`config.mk`:
```
export PLATFORM = sky130hd
export DESIGN_NAME = pc_fetch_unit
export DESIGN_NICKNAME = d
export VERILOG_FILES = /design/src/rtl/pc_fetch_unit.sv
export SDC_FILE = /design/constraint.sdc
export NUM_CORES = 1
export LEC_CHECK = 0
export ABC_AREA = 1
export CAP_MARGIN = 15
export CORE_UTILIZATION = 36
export DETAILED_ROUTE_END_ITERATION = 10
export PLACE_DENSITY = 0.81
export SKIP_LAST_GASP = 1
export SYNTH_ARGS = -nofsm -noshare
export SYNTH_HDL_FRONTEND = slang
export SYNTH_SLANG_ARGS = --single-unit
```
`constraint.sdc`:
```
create_clock -name clk -period 1.05 [get_ports clk]
set_input_delay 0.1575 -clock clk [delete_from_list [all_inputs] [get_ports clk]]
set_output_delay 0.1575 -clock clk [all_outputs]
set_load 0.02 [all_outputs]
```
`src/rtl/pc_fetch_unit.sv`:
```
// pc_fetch_unit: program-counter and instruction-fetch control.
// Issues instruction-memory reads at pc, captures returned words, honours
// downstream stall, redirects on taken branches and latches a sticky error on
// a misaligned branch target (left only through reset).
`timescale 1ns/1ps

module pc_fetch_unit #(
  parameter logic [31:0] RESET_PC = 32'h00000000
) (
  input  logic        clk,
  input  logic        rst,
  output logic [31:0] pc,
  input  logic [31:0] pc_plus4,
  input  logic        branch_taken,
  input  logic [31:0] branch_target,
  input  logic        stall,
  output logic        imem_req,
  output logic [31:0] imem_addr,
  input  logic        imem_ack,
  input  logic [31:0] imem_rdata,
  output logic        instr_valid,
  output logic [31:0] instr,
  output logic [31:0] instr_pc,
  output logic        misalign_err
);

  typedef enum logic [1:0] {
    IDLE = 2'd0,
    REQ  = 2'd1,
    HOLD = 2'd2,
    ERR  = 2'd3
  } state_t;

  state_t state;
  state_t next_state;

  logic branch_ok;
  logic branch_bad;
  logic capture;

  // A branch is only legal when the target is word aligned; the branch wins
  // over any memory acknowledge arriving in the same cycle.
  assign branch_ok  = branch_taken && (branch_target[1:0] == 2'b00);
  assign branch_bad = branch_taken && (branch_target[1:0] != 2'b00);
  assign capture    = (state == REQ) && imem_ack && !branch_taken;

  // State register with synchronous reset.
  always_ff @(posedge clk) begin
    if (rst) begin
      state <= IDLE;
    end else begin
      state <= next_state;
    end
  end

  // Next-state selection; ERR is absorbing until reset.
  always_comb begin
    next_state = state;
    case (state)
      IDLE: begin
        if (branch_bad) next_state = ERR;
        else            next_state = REQ;
      end
      REQ: begin
        if (branch_bad)      next_state = ERR;
        else if (branch_ok)  next_state = REQ;
        else if (imem_ack)   next_state = stall ? HOLD : REQ;
        else                 next_state = REQ;
      end
      HOLD: begin
        if (branch_bad)      next_state = ERR;
        else if (branch_ok)  next_state = REQ;
        else                 next_state = stall ? HOLD : REQ;
      end
      ERR: begin
        next_state = ERR;
      end
      default: begin
        next_state = IDLE;
      end
    endcase
  end

  // Memory request outputs decoded from the registered state and pc.
  always_comb begin
    imem_req  = 1'b0;
    imem_addr = pc;
    case (state)
      REQ:     imem_req = 1'b1;
      default: imem_req = 1'b0;
    endcase
  end

  // Datapath: pc, captured instruction and the sticky error flag.
  always_ff @(posedge clk) begin
    if (rst) begin
      pc           <= RESET_PC;
      instr_valid  <= 1'b0;
      instr        <= 32'h00000000;
      instr_pc     <= 32'h00000000;
      misalign_err <= 1'b0;
    end else begin
      case (state)
        ERR: begin
          instr_valid <= 1'b0;
        end
        default: begin
          if (branch_bad) begin
            misalign_err <= 1'b1;
            instr_valid  <= 1'b0;
          end else if (branch_ok) begin
            pc          <= branch_target;
            instr_valid <= 1'b0;
          end else if (capture) begin
            instr       <= imem_rdata;
            instr_pc    <= pc;
            instr_valid <= 1'b1;
            pc          <= pc_plus4;
          end else begin
            // An unconsumed instruction stays presented while stalled.
            instr_valid <= instr_valid & stall;
          end
        end
      endcase
    end
  end

endmodule

```
# Word level (Yosys, flattened, before mapping)
# Cells that the tools add are included.
# totals
wordCells,38
output_inout_bits,131
regBits,100
# op_classes
eq_ne,3
n_mux,12
bitwise_logic,4
n_reduce_logical,13
# ops
operator,count
32-bit two-way mux,2
2-bit two-way mux,7
2-bit one-hot mux with 4 select lines,1
2-bit equality test (second input constant),2
1-bit logical AND,4
2-bit zero test,2
4-bit AND reduction,1
2-bit nonzero test,2
4-bit OR reduction,1
1-bit NOT,3
3-bit AND reduction,1
2-bit by 1-bit equality test with 1-bit output (second input constant),1
1-bit two-way mux,2
2-bit AND reduction,1
1-bit bitwise AND,1
1-bit zero test,1

# Longest topological paths before layout
# Gate-level depths: netlist of run 1.
# depth
ltp_word,5
depth_mapped,8
mapped_depth_nobuf,7

# Worst setup path after synthesis of run 1
# OpenSTA, ideal clock, no wires.
# synth_path
path_kind,register to register
from,register state[0]
to,register instr_pc[10]
path_buffers,2
arrival_time_ns,1.003
stages_incl_launch_ff,6
setup_slack_ns,-0.073
required_ns,0.931
cell_sequence,dfxtp_1 nand3_2 nor2_4 buf_6 buf_2 a21oi_1
# synth_between
elab_chain_len,4
elab_cells_between_ends,6
# synth_lines
item,line,source
from (decl),34,state_t state;
from (signal assigned),52,state <= next_state;
2-bit by 1-bit equality test with 1-bit output,45,assign capture = (state == REQ) && imem_ack && !branch_taken;
1-bit logical AND (2 in a row),45,
4-bit AND reduction (no source line) *,--,
to (signal assigned),116,instr_pc <= pc;
to (decl),23,"output logic [31:0] instr_pc,"
# Mark *: on every way between the ends. The rest lies on a longest branch, timed or not.
# A chain may end at the register's enable or synchronous reset.

# Final worst setup path of run 1
# layout_path
from,register state[1]
to,register instr[2]
# layout_between
elab_chain_len,4
elab_cells_between_ends,6
# layout_lines
item,line,source
2-bit by 1-bit equality test with 1-bit output,45,
1-bit logical AND (2 in a row),45,
4-bit AND reduction (no source line) *,--,
to (signal assigned),115,instr <= imem_rdata;
to (decl),22,"output logic [31:0] instr,"
# Marks and branches as above.

==> flow_summary.yaml, run 1 <==
synthesis:
  netlist_top_cells_area: "sky130_fd_sc_hd__dfxtp_1 46%, sky130_fd_sc_hd__nor2_1 12%, sky130_fd_sc_hd__nand2_1 11%"
  synth.cells.most_frequent: "138 x sky130_fd_sc_hd__nor2_1, 132 x sky130_fd_sc_hd__nand2_1, 100 x sky130_fd_sc_hd__dfxtp_1"
  yosys.area.top_type: "sky130_fd_sc_hd__dfxtp_1"
  synthesized_netlist_net_count: 717
  synth_flop_cell: "sky130_fd_sc_hd__dfxtp_1"
  ys_seq_area_share_pct: 46.18
  yosys.cell_count.top_type: "sky130_fd_sc_hd__nor2_1"
  ys_async_rst_share_pct: 0
  yosys.cell_types.count: 19
  synth.ff_latch_count: 100
  synth_area_per_cell_um2: 7.038
  synth_enable_flop_cells: 0
  syn-cell-area_um2: 4335
  postSynthCellCount: 616
  synth_warnings: 0
  proportion_of_netlist_area_held_by_the_largest_area_contributor_pct: 46.18
worst_hold_path:
  hp-start: "imem_rdata[11]"
  min_path_cells: 3
  hold_path_class: "input port to flop"
  hold_path_end: "instr[11]$_SDFFE_PP0P_"
final_layout:
  area.growth.synth_to_final_pct: 56.77
  final_design_area_no_fill_um2: 6797
  final_net_count: 932
  final_cells: 979
  diodes: 0
  post_route_cells_drive_above_1_share_pct: 29.31
worst_setup_path:
  worst-r2r-setup-slack_ps: -200
  crit_path_top_delay_cell: "sky130_fd_sc_hd__dfxtp_2"
  crit_arrival_ps: 1470
  criticalPathCategory: "flop to flop"
  start_kind: "flop"
  critical_path.reg2reg.endpoint: "instr[2]$_SDFFE_PP0P_"
  rr_startpoint: "state[1]$_SDFF_PP0_"
  critical_path.cell_chain: "inv_2 > nand3_4 > nor2_4 > buf_12 > inv_2 > buf_12 > nor2_2 > nor2_1"
  cpPeakStageDelay_ps: 330
  cp-end-kind: "flop"
  worst-endpoint-required_ps: 1270
  timing.reg2reg.worst_path_depth: 8
  critical_path_peak_fanout: 16
detailed_routing:
  detail_route.first_pass.iterations: 8
  ant_nets: 0
  drt_iter0_markers: 258
  drt-vias-per-instance: 4.602
  detailed_route_wire_length_per_cell_um: 13.20
  remaining_drc_errors: 15
  wl_mm: 12.92
  detailroute.via_count: 4505
floorplanning:
  initial_utilization_pct: 37.49
  die_w_um: 111.7
  core_area_um2: 11560
  die_h_um: 111.7
  floorplan.rows: 39
  fp.dieArea_um2: 12490
  num_io_pins: 232
timing:
  timing.final.max_slew_violations: 0
  worst-slew-pin-transition_ps: 220.6
  finalHoldViolCount: 0
  finalCriticalPeriod_ps: 1247
  worst_slack_ps: -197.5
  setup-violations-final: 100
  max_slew_margin_pct: 85.26
  timing.fmax_ghz: 0.8016
  final.setup_skew_ps: 9.071
  period_share_pct: 118.8
  unrepaired_setup_endpoints_after_global_routing: "true"
global_route:
  grt-ovfl-total: 0
  grt_usage_pct: 20.30
  grt_first_pass_wirelength_mm: 20.75
  antenna_found_initial: 0
  grt_pass1_vias: 4297
  grt_start_max_net_pins: 46
placed_design:
  dp_hpwl_mm: 8.964
  place_area_um2: 6739
  placement.io_buffers: 231
  dpl.cell_count: 954
  dp_slack_ps: -578.6
  globalplace.congestion: 0.7987
power_and_ir_drop:
  total_power_w: 0.009679
  pwr_density_cell_nw_per_um2: 1424
  power.static_leakage_nw: 3.458
  power.ir.vdd_worst_mv: 0.7438
cts:
  max_clock_buf_depth: 2
  cts_hold_repair.buffers: 0
  cts_tree: "built"
  cts_num_sinks: 100
  path_clk_slew_ps: 70
  cts_inserted_buffers: 9
  htree_levels: 3
  clock-root-buffer: "sky130_fd_sc_hd__clkbuf_16"
  clock_latency_ps: 330
status:
  failed_checks: "design-rule violations, negative setup slack"
  outcome: "finished with violations"
flow_run:
  maxCapViolCount: 0
-- layer usage --
layer,up-vias,part of all wire (%),GRT usage (%),wire [um]
li1,2317,-,-,-
met1,2023,43,24.50,5567
met5,-,0,0,0
met3,17,6.4,3.756,824
met2,148,49,36.23,6307
met4,0,1.7,6.486,225
-- state kept, by name, summed over array words and instances, names as in the netlist --
signal	flops
instr_pc	32
misalign_err	1
imem_addr	32
instr_valid	1
state	2
instr	32
-- critical path: cells and delay by family, from the launching register on --
family,cells,cell delay (ps)
buffers and inverters,4,440
DFF,1,330
and+or+nand+nor,4,370
-- per-stage QoR --
step | hold slack (ps) | util, % | setup TNS, ps
2_1_floorplan | 278.2 | - | -544.8
3_3_place_gp | 448.7 | 58.27 | -54590
3_5_place_dp | 460.7 | 58.27 | -56260
4_1_cts | 394.3 | 56.79 | -14560
5_1_grt | 411.3 | 58.77 | -20860
6_report | 404.1 | 58.77 | -13840
-- power breakdown --
part / leakage, nW / internal, W / switching [W]
clock network: 0.136 / 0.00162 / 0.00146
registers: 0.826 / 0.00406 / 0.000160
logic: 2.50 / 0.00110 / 0.00127
total: 3.46 / 0.00678 / 0.00290
-- area by class of cell --
class / instances / area (um2)
Inverter: 39 / 146.4
Sequential cell: 100 / 2028
Clock inverter: 7 / 48.80
Multi-Input combinational cell: 406 / 1810
Timing Repair Buffer: 275 / 2359
Fill cell: 1100 / 4768
Tap cell: 143 / 178.9
Clock buffer: 9 / 225.2
-- cell usage in the layout (no fill, tap or decap), drive strengths merged, types with 3 or more instances in the layout --
cell type / instances
buf: 174
nor2: 139
nand2: 133
dfxtp: 100
clkdlybuf4s50: 97
o21ai: 66
inv: 42
nand3: 36
a21oi: 31
clkbuf: 10
clkinv: 3
dlymetal6s2s: 3
-- worst max-delay path by stage --
| stage | from | to | slack [ps] | depth (start not counted) |
|---|---|---|---|---|
| 2_1_floorplan | state[1]$_SDFF_PP0_ | imem_addr[10]$_SDFFE_PP0P_ | -20 | 8 |
| 3_3_place_gp | imem_ack | instr_pc[29]$_SDFFE_PP0P_ | -560 | 6 |
| 3_5_place_dp | imem_ack | instr_pc[30]$_SDFFE_PP0P_ | -580 | 6 |
| 4_1_cts | state[1]$_SDFF_PP0_ | instr_pc[31]$_SDFFE_PP0P_ | -200 | 7 |
| 5_1_grt | state[1]$_SDFF_PP0_ | instr[25]$_SDFFE_PP0P_ | -260 | 8 |
| 6_report | state[1]$_SDFF_PP0_ | instr[2]$_SDFFE_PP0P_ | -200 | 8 |
-- logic make-up after synthesis --
logic type	synth area share, %
and+or+nand+nor	28.34
buffers and inverters	14.11
AOI/OAI and AO/OA	11.37
DFF	46.18
-- what timing repair did --
action | 4_1_cts | 5_1_grt
pin swaps | 0 | 3
resized for setup | 559 | 71
cloned | 2 | 2
setup buffers | 4 | 1
setup endpoints to repair | 228 | 146
Power figures use the tool's default switching activity.
==> run 2: changes to the inputs <==
--- a/config.mk
+++ b/config.mk
@@ -7,9 +7,9 @@
 export LEC_CHECK = 0
 export ABC_AREA = 1
 export CAP_MARGIN = 15
-export CORE_UTILIZATION = 36
+export CORE_UTILIZATION = 32
 export DETAILED_ROUTE_END_ITERATION = 10
-export PLACE_DENSITY = 0.81
+export PLACE_DENSITY = 0.73
 export SKIP_LAST_GASP = 1
 export SYNTH_ARGS = -nofsm -noshare
 export SYNTH_HDL_FRONTEND = slang
==> run 2 against run 1 <==
The run ends with negative setup slack left. Global-route usage down 0.92 points. Critical path depth is 1 lower. First-iteration DRC count is 29% lower. Sequential share of layout area is 1.2 points lower. Power grew 0.39%. Clock-buffer cell count rose by 4. Fmax fell by 2.0%. Highest routed layer unchanged.
==> flow_summary.yaml, run 2 (synthesis results as in run 1) <==
status:
  outcome: "finished with violations"
  failed_checks: "negative setup slack"
final_layout:
  area.growth.synth_to_final_pct: 63.38
  final_design_area_no_fill_um2: 7083
  post_route_cells_drive_above_1_share_pct: 32.38
  final_net_count: 940
  final_cell_mix: "125 x sky130_fd_sc_hd__nand2_1, 103 x sky130_fd_sc_hd__nor2_1, 97 x sky130_fd_sc_hd__clkdlybuf4s50_1, 82 x sky130_fd_sc_hd__dfxtp_1, 81 x sky130_fd_sc_hd__buf_4"
  mostFrequentLayoutCell: "sky130_fd_sc_hd__nand2_1"
  diodes: 0
worst_setup_path:
  critical_path.cell_chain: "nand3_4 > nor2_4 > buf_12 > inv_4 > clkbuf_16 > nor2_1 > nor2_1"
  worst-r2r-setup-slack_ps: -220
  cpPeakStageDelay_ps: 380
  criticalPathCategory: "flop to flop"
  critical_path.reg2reg.endpoint: "instr[20]$_SDFFE_PP0P_"
  crit_path_top_delay_cell: "sky130_fd_sc_hd__dfxtp_4"
  timing.reg2reg.worst_path_depth: 7
  critical_path_peak_fanout: 9
  worst-endpoint-required_ps: 1280
  rr_startpoint: "state[0]$_SDFF_PP0_"
  critical_path.endpoint: "instr[20]$_SDFFE_PP0P_"
  start_kind: "flop"
  crit_arrival_ps: 1500
  critPathMostFrequentCell: "sky130_fd_sc_hd__nor2_1"
  critical_path.startpoint: "state[0]$_SDFF_PP0_"
  cp-end-kind: "flop"
global_route:
  grt_first_pass_wirelength_mm: 21.75
  grt_pass1_vias: 4434
  antenna_found_initial: 0
  grt-ovfl-total: 0
  grt_start_max_net_pins: 30
  grt_usage_pct: 19.38
floorplanning:
  fp.dieArea_um2: 14020
  core_area_um2: 13240
  die_w_um: 118.4
  die_h_um: 118.4
  initial_utilization_pct: 32.74
  floorplan.rows: 42
  num_io_pins: 232
detailed_routing:
  wl_mm: 13.74
  remaining_drc_errors: 0
  detailroute.via_count: 4603
  ant_nets: 0
  drt_iter0_markers: 182
  detailed_route_wire_length_per_cell_um: 13.48
  detail_route.first_pass.iterations: 4
  drt-vias-per-instance: 4.517
cts:
  cts_inserted_buffers: 9
  path_clk_slew_ps: 60
  clock_latency_ps: 340
  cts_num_sinks: 100
  max_clock_buf_depth: 2
  htree_levels: 3
  clock-root-buffer: "sky130_fd_sc_hd__clkbuf_16"
  cts_tree: "built"
  cts_hold_repair.buffers: 0
timing:
  worst-slew-pin-transition_ps: 212.2
  finalHoldViolCount: 0
  unrepaired_setup_endpoints_after_global_routing: "true"
  final_hold_slack_ps: 406.1
  setup-violations-final: 100
  period_share_pct: 121.2
  final.setup_skew_ps: 6.090
  max_slew_margin_pct: 85.83
  timing.fmax_ghz: 0.7857
  finalCriticalPeriod_ps: 1273
  worst_slack_ps: -222.7
  timing.final.max_slew_violations: 0
flow_run:
  maxCapViolCount: 0
placed_design:
  place_area_um2: 6820
  placement.io_buffers: 231
  dp_hpwl_mm: 9.243
  globalplace.congestion: 0.7957
worst_hold_path:
  hold_path_class: "input port to flop"
power_and_ir_drop:
  power.static_leakage_nw: 3.514
  power.ir.vdd_worst_mv: 0.6693
  pwr_density_cell_nw_per_um2: 1372
run 2: cell types whose count changed in the layout (fill, tap and decap cells not counted), sizes merged:
cell and delta:
clkinv -2, dlymetal6s2s -1, dlygate4sd2 +1, buf +7, inv -3, clkbuf +5
run 2: how the worst min path moves through the flow:
| stage | startpoint | endpoint | slack (ps) | depth (start not counted) |
|---|---|---|---|---|
| global placement | misalign_err$_SDFFE_PP0P_ | misalign_err$_SDFFE_PP0P_ | 460 | 1 |
| detailed placement | misalign_err$_SDFFE_PP0P_ | misalign_err$_SDFFE_PP0P_ | 460 | 1 |
| CTS | imem_rdata[1] | instr[1]$_SDFFE_PP0P_ | 390 | 3 |
| finish | imem_rdata[12] | instr[12]$_SDFFE_PP0P_ | 410 | 3 |
| floorplan | imem_rdata[10] | instr[10]$_SDFFE_PP0P_ | 280 | 2 |
| global route | imem_rdata[18] | instr[18]$_SDFFE_PP0P_ | 410 | 3 |
run 2: critical path: cells and delay by family, from the launching register on:
| kind | cells | cell delay (ps) |
|---|---|---|
| flip-flops | 1 | 380 |
| AND/OR/NAND/NOR | 4 | 370 |
| buffers and inverters | 3 | 400 |
run 2: power by group:
part	internal, W	switching (W)
combinational	0.00120	0.00134
sequential	0.00406	0.000169
clock	0.00160	0.00136
total	0.00685	0.00287
run 2: metal layers:
| metal | share of wire (%) | wire (um) | track usage [%] | up-vias |
|---|---|---|---|---|
| met4 | 1.9 | 265 | 6.962 | 0 |
| met5 | 0 | 0 | 0 | - |
| met2 | 49 | 6739 | 33.16 | 164 |
| met1 | 42 | 5836 | 23.38 | 2078 |
| met3 | 6.5 | 897 | 4.971 | 22 |
| li1 | - | - | - | 2339 |
run 2: cell type report:
class | instances | area, um2
fill | 1328 | 6160
sequential | 100 | 2027
clock buffer | 13 | 240.2
multi-input combinational | 406 | 1933
timing repair buffer | 283 | 2496
tap | 176 | 220.2
inverter | 39 | 153.9
clock inverter | 2 | 12.51
run 2: through the flow:
step                TNS, ps  utilization (%)  std cells  setup slack (ps)  total power [W]
floorplan            -544.8                -        616            -15.53         0.005618
global placement     -54630            51.50        991            -547.8         0.006802
detailed placement   -57590            51.50        991            -589.1         0.006824
CTS                  -16910            51.51       1018            -220.9         0.009655
global route         -22580            53.49       1019            -291.5          0.01019
finish               -15860            53.49       1019            -222.7         0.009717
run 2: timing repair:
item | in CTS | in global routing
cloned | 4 | 2
pin swaps | 10 | 9
setup buffers | 10 | 2
setup endpoints to repair | 228 | 157
gates resized for setup | 587 | 98
==> run 3: changes to the inputs <==
--- a/config.mk
+++ b/config.mk
@@ -7,9 +7,9 @@
 export LEC_CHECK = 0
 export ABC_AREA = 1
 export CAP_MARGIN = 15
-export CORE_UTILIZATION = 32
+export CORE_UTILIZATION = 42
 export DETAILED_ROUTE_END_ITERATION = 10
-export PLACE_DENSITY = 0.73
+export PLACE_DENSITY = 0.88
 export SKIP_LAST_GASP = 1
 export SYNTH_ARGS = -nofsm -noshare
 export SYNTH_HDL_FRONTEND = slang
==> constraint.sdc (replaced) <==
create_clock -name clk -period 1.57 [get_ports clk]
set_input_delay 0.2355 -clock clk [delete_from_list [all_inputs] [get_ports clk]]
set_output_delay 0.2355 -clock clk [all_outputs]
set_load 0.02 [all_outputs]
==> run 3 against run 2 <==
Combinational power shrank 40%. Final cell count shrank 7.1%. The flow now finishes without violations. Register-to-register slack gained 430 ps. Non-clock buffer count shrank 30. Global-route usage grew 4.1 points. Sequential share of layout area grew 1.0 points. Setup slack gained 250 ps. Critical path type is now flop to primary output. Die area shrank 23%. Largest cell class unchanged. Sequential cell count is the same. Clock power shrank 48%. Utilization grew 15 points.
==> flow_summary.yaml, run 3 (synthesis results as in run 1) <==
detailed_routing:
  drt_iter0_markers: 222
  drt-vias-per-instance: 4.788
  ant_nets: 0
  detailroute.via_count: 4534
  remaining_drc_errors: 0
  wl_mm: 13.13
  detailed_route_wire_length_per_cell_um: 13.86
  detail_route.first_pass.iterations: 5
worst_setup_path:
  worst-r2r-setup-slack_ps: 210
  critical_path.reg2reg.endpoint: "instr_pc[27]$_SDFFE_PP0P_"
  timing.reg2reg.worst_path_depth: 6
  criticalPathCategory: "flop to primary output"
  critical_path_peak_fanout: 2
  crit_arrival_ps: 1310
  cp-end-kind: "primary output"
  cpPeakStageDelay_ps: 630
  crit_path_top_delay_cell: "sky130_fd_sc_hd__clkdlybuf4s50_1"
  critical_path.cell_chain: "clkdlybuf4s50_1"
  worst-endpoint-required_ps: 1330
  rr_startpoint: "state[1]$_SDFF_PP0_"
  start_kind: "flop"
  cp_top_delay_family: "buffers and inverters"
  critical_path_buf_inv_count: 1
global_route:
  grt_usage_pct: 23.50
  grt-ovfl-total: 0
  antenna_found_initial: 0
  grt_first_pass_wirelength_mm: 20.56
  grt_start_max_net_pins: 70
  grt_pass1_vias: 4255
placed_design:
  globalplace.congestion: 0.8788
  dp_hpwl_mm: 9.836
  placement.io_buffers: 231
  dpl.cell_count: 931
power_and_ir_drop:
  gate_power_share_pct: 25.9
  internal_power_component_w: 0.003994
  power.ir.vdd_worst_mv: 0.5330
  power.share.clock_pct: 26.0
  power.static_leakage_nw: 3.839
  power.share.sequential_pct: 48.0
  total_power_w: 0.005851
  power.net_switching_w: 0.001857
  p_sw_share_pct: 31.75
  pwr_density_cell_nw_per_um2: 865.7
floorplanning:
  fp.dieArea_um2: 10730
  num_io_pins: 232
  core_area_um2: 9910
  die_w_um: 103.6
  floorplan.rows: 36
  die_h_um: 103.6
  initial_utilization_pct: 43.75
timing:
  fin_setup_tns_ps: 0
  max_slew_margin_pct: 82.42
  timing.final.max_slew_violations: 0
  timing.fmax_ghz: 0.6481
  worst-slew-pin-transition_ps: 263.2
  final.setup_skew_ps: 19.12
  finalCriticalPeriod_ps: 1543
  finalHoldViolCount: 0
  period_share_pct: 98.27
  setup-violations-final: 0
flow_run:
  maxCapViolCount: 0
status:
  outcome: "completed"
cts:
  path_clk_slew_ps: 110
  cts_tree: "built"
  clock-root-buffer: "sky130_fd_sc_hd__clkbuf_8"
  htree_levels: 3
  cts_setup_buffers: 0
  cts_inserted_buffers: 9
  cts_num_sinks: 100
  clock_latency_ps: 360
  max_clock_buf_depth: 2
final_layout:
  final_cells: 947
  diodes: 0
  area.growth.synth_to_final_pct: 55.90
  final_net_count: 910
  final_cell_mix: "137 x sky130_fd_sc_hd__nor2_1, 132 x sky130_fd_sc_hd__nand2_1, 113 x sky130_fd_sc_hd__clkdlybuf4s50_1, 100 x sky130_fd_sc_hd__dfxtp_1, 89 x sky130_fd_sc_hd__dlygate4sd2_1"
  post_route_cells_drive_above_1_share_pct: 5.651
  mostFrequentLayoutCell: "sky130_fd_sc_hd__nor2_1"
worst_hold_path:
  hp-start: "imem_rdata[14]"
  min_path_cells: 3
  hold_path_end: "instr[14]$_SDFFE_PP0P_"
  hold_path_class: "input port to flop"
## run 3: power groups by stage
stage                     sequential (W)  clock, W  combinational (W)
after detailed placement         0.00288         0            0.00165
after floorplan                  0.00305         0           0.000676
after global placement           0.00287         0            0.00162
after CTS                        0.00281   0.00156            0.00153
final                            0.00281   0.00152            0.00152
after global routing             0.00283   0.00164            0.00163
## run 3: per-stage QoR
step / util (%) / instance area [um2] / hold WS [ps] / setup WS [ps]
floorplan: - / 4335 / 370.4 / 447.2
global placement: 66.77 / 6616 / 460.9 / -54.89
detailed placement: 66.77 / 6616 / 460.5 / -153.8
CTS: 67.47 / 6686 / 434.1 / 0.3434
global route: 68.21 / 6759 / 445.9 / -7.955
finish: 68.21 / 6759 / 455.3 / 27.10
## run 3: worst max path at each step
stage | from | endpoint | slack (ps) | cells past startpoint
finish | instr_pc[19]$_SDFFE_PP0P_ | instr_pc[19] | 30 | 1
global route | instr[4]$_SDFFE_PP0P_ | instr[4] | -8 | 1
CTS | instr_pc[17]$_SDFFE_PP0P_ | instr_pc[17] | 0.3 | 1
detailed placement | branch_taken | instr_pc[27]$_SDFFE_PP0P_ | -150 | 6
global placement | branch_taken | instr[0]$_SDFFE_PP0P_ | -50 | 7
floorplan | state[0]$_SDFF_PP0_ | instr_pc[10]$_SDFFE_PP0P_ | 450 | 5
## run 3: what timing repair did
item | 4_1_cts | 5_1_grt
hold buffers | 0 | 0
gates resized for setup | 89 | 29
endpoints found under the setup margin | 90 | 29
## run 3: metal layers
layer / track usage [%] / wire, um / vias up
met5: 0 / 0 / -
met2: 44.68 / 6951 / 175
met4: 8.075 / 247 / 0
met3: 5.349 / 853 / 18
li1: - / - / 2271
met1: 25.27 / 5077 / 2070
## run 3: area by class of cell
| class | instances | area (um2) |
|---|---|---|
| clock buffer | 9 | 123.9 |
| clock inverter | 7 | 57.56 |
| fill | 826 | 3151 |
| inverter | 39 | 146.4 |
| multi-input combinational | 406 | 1724 |
| sequential | 100 | 2002 |
| tap | 133 | 166.4 |
| timing repair buffer | 253 | 2539 |
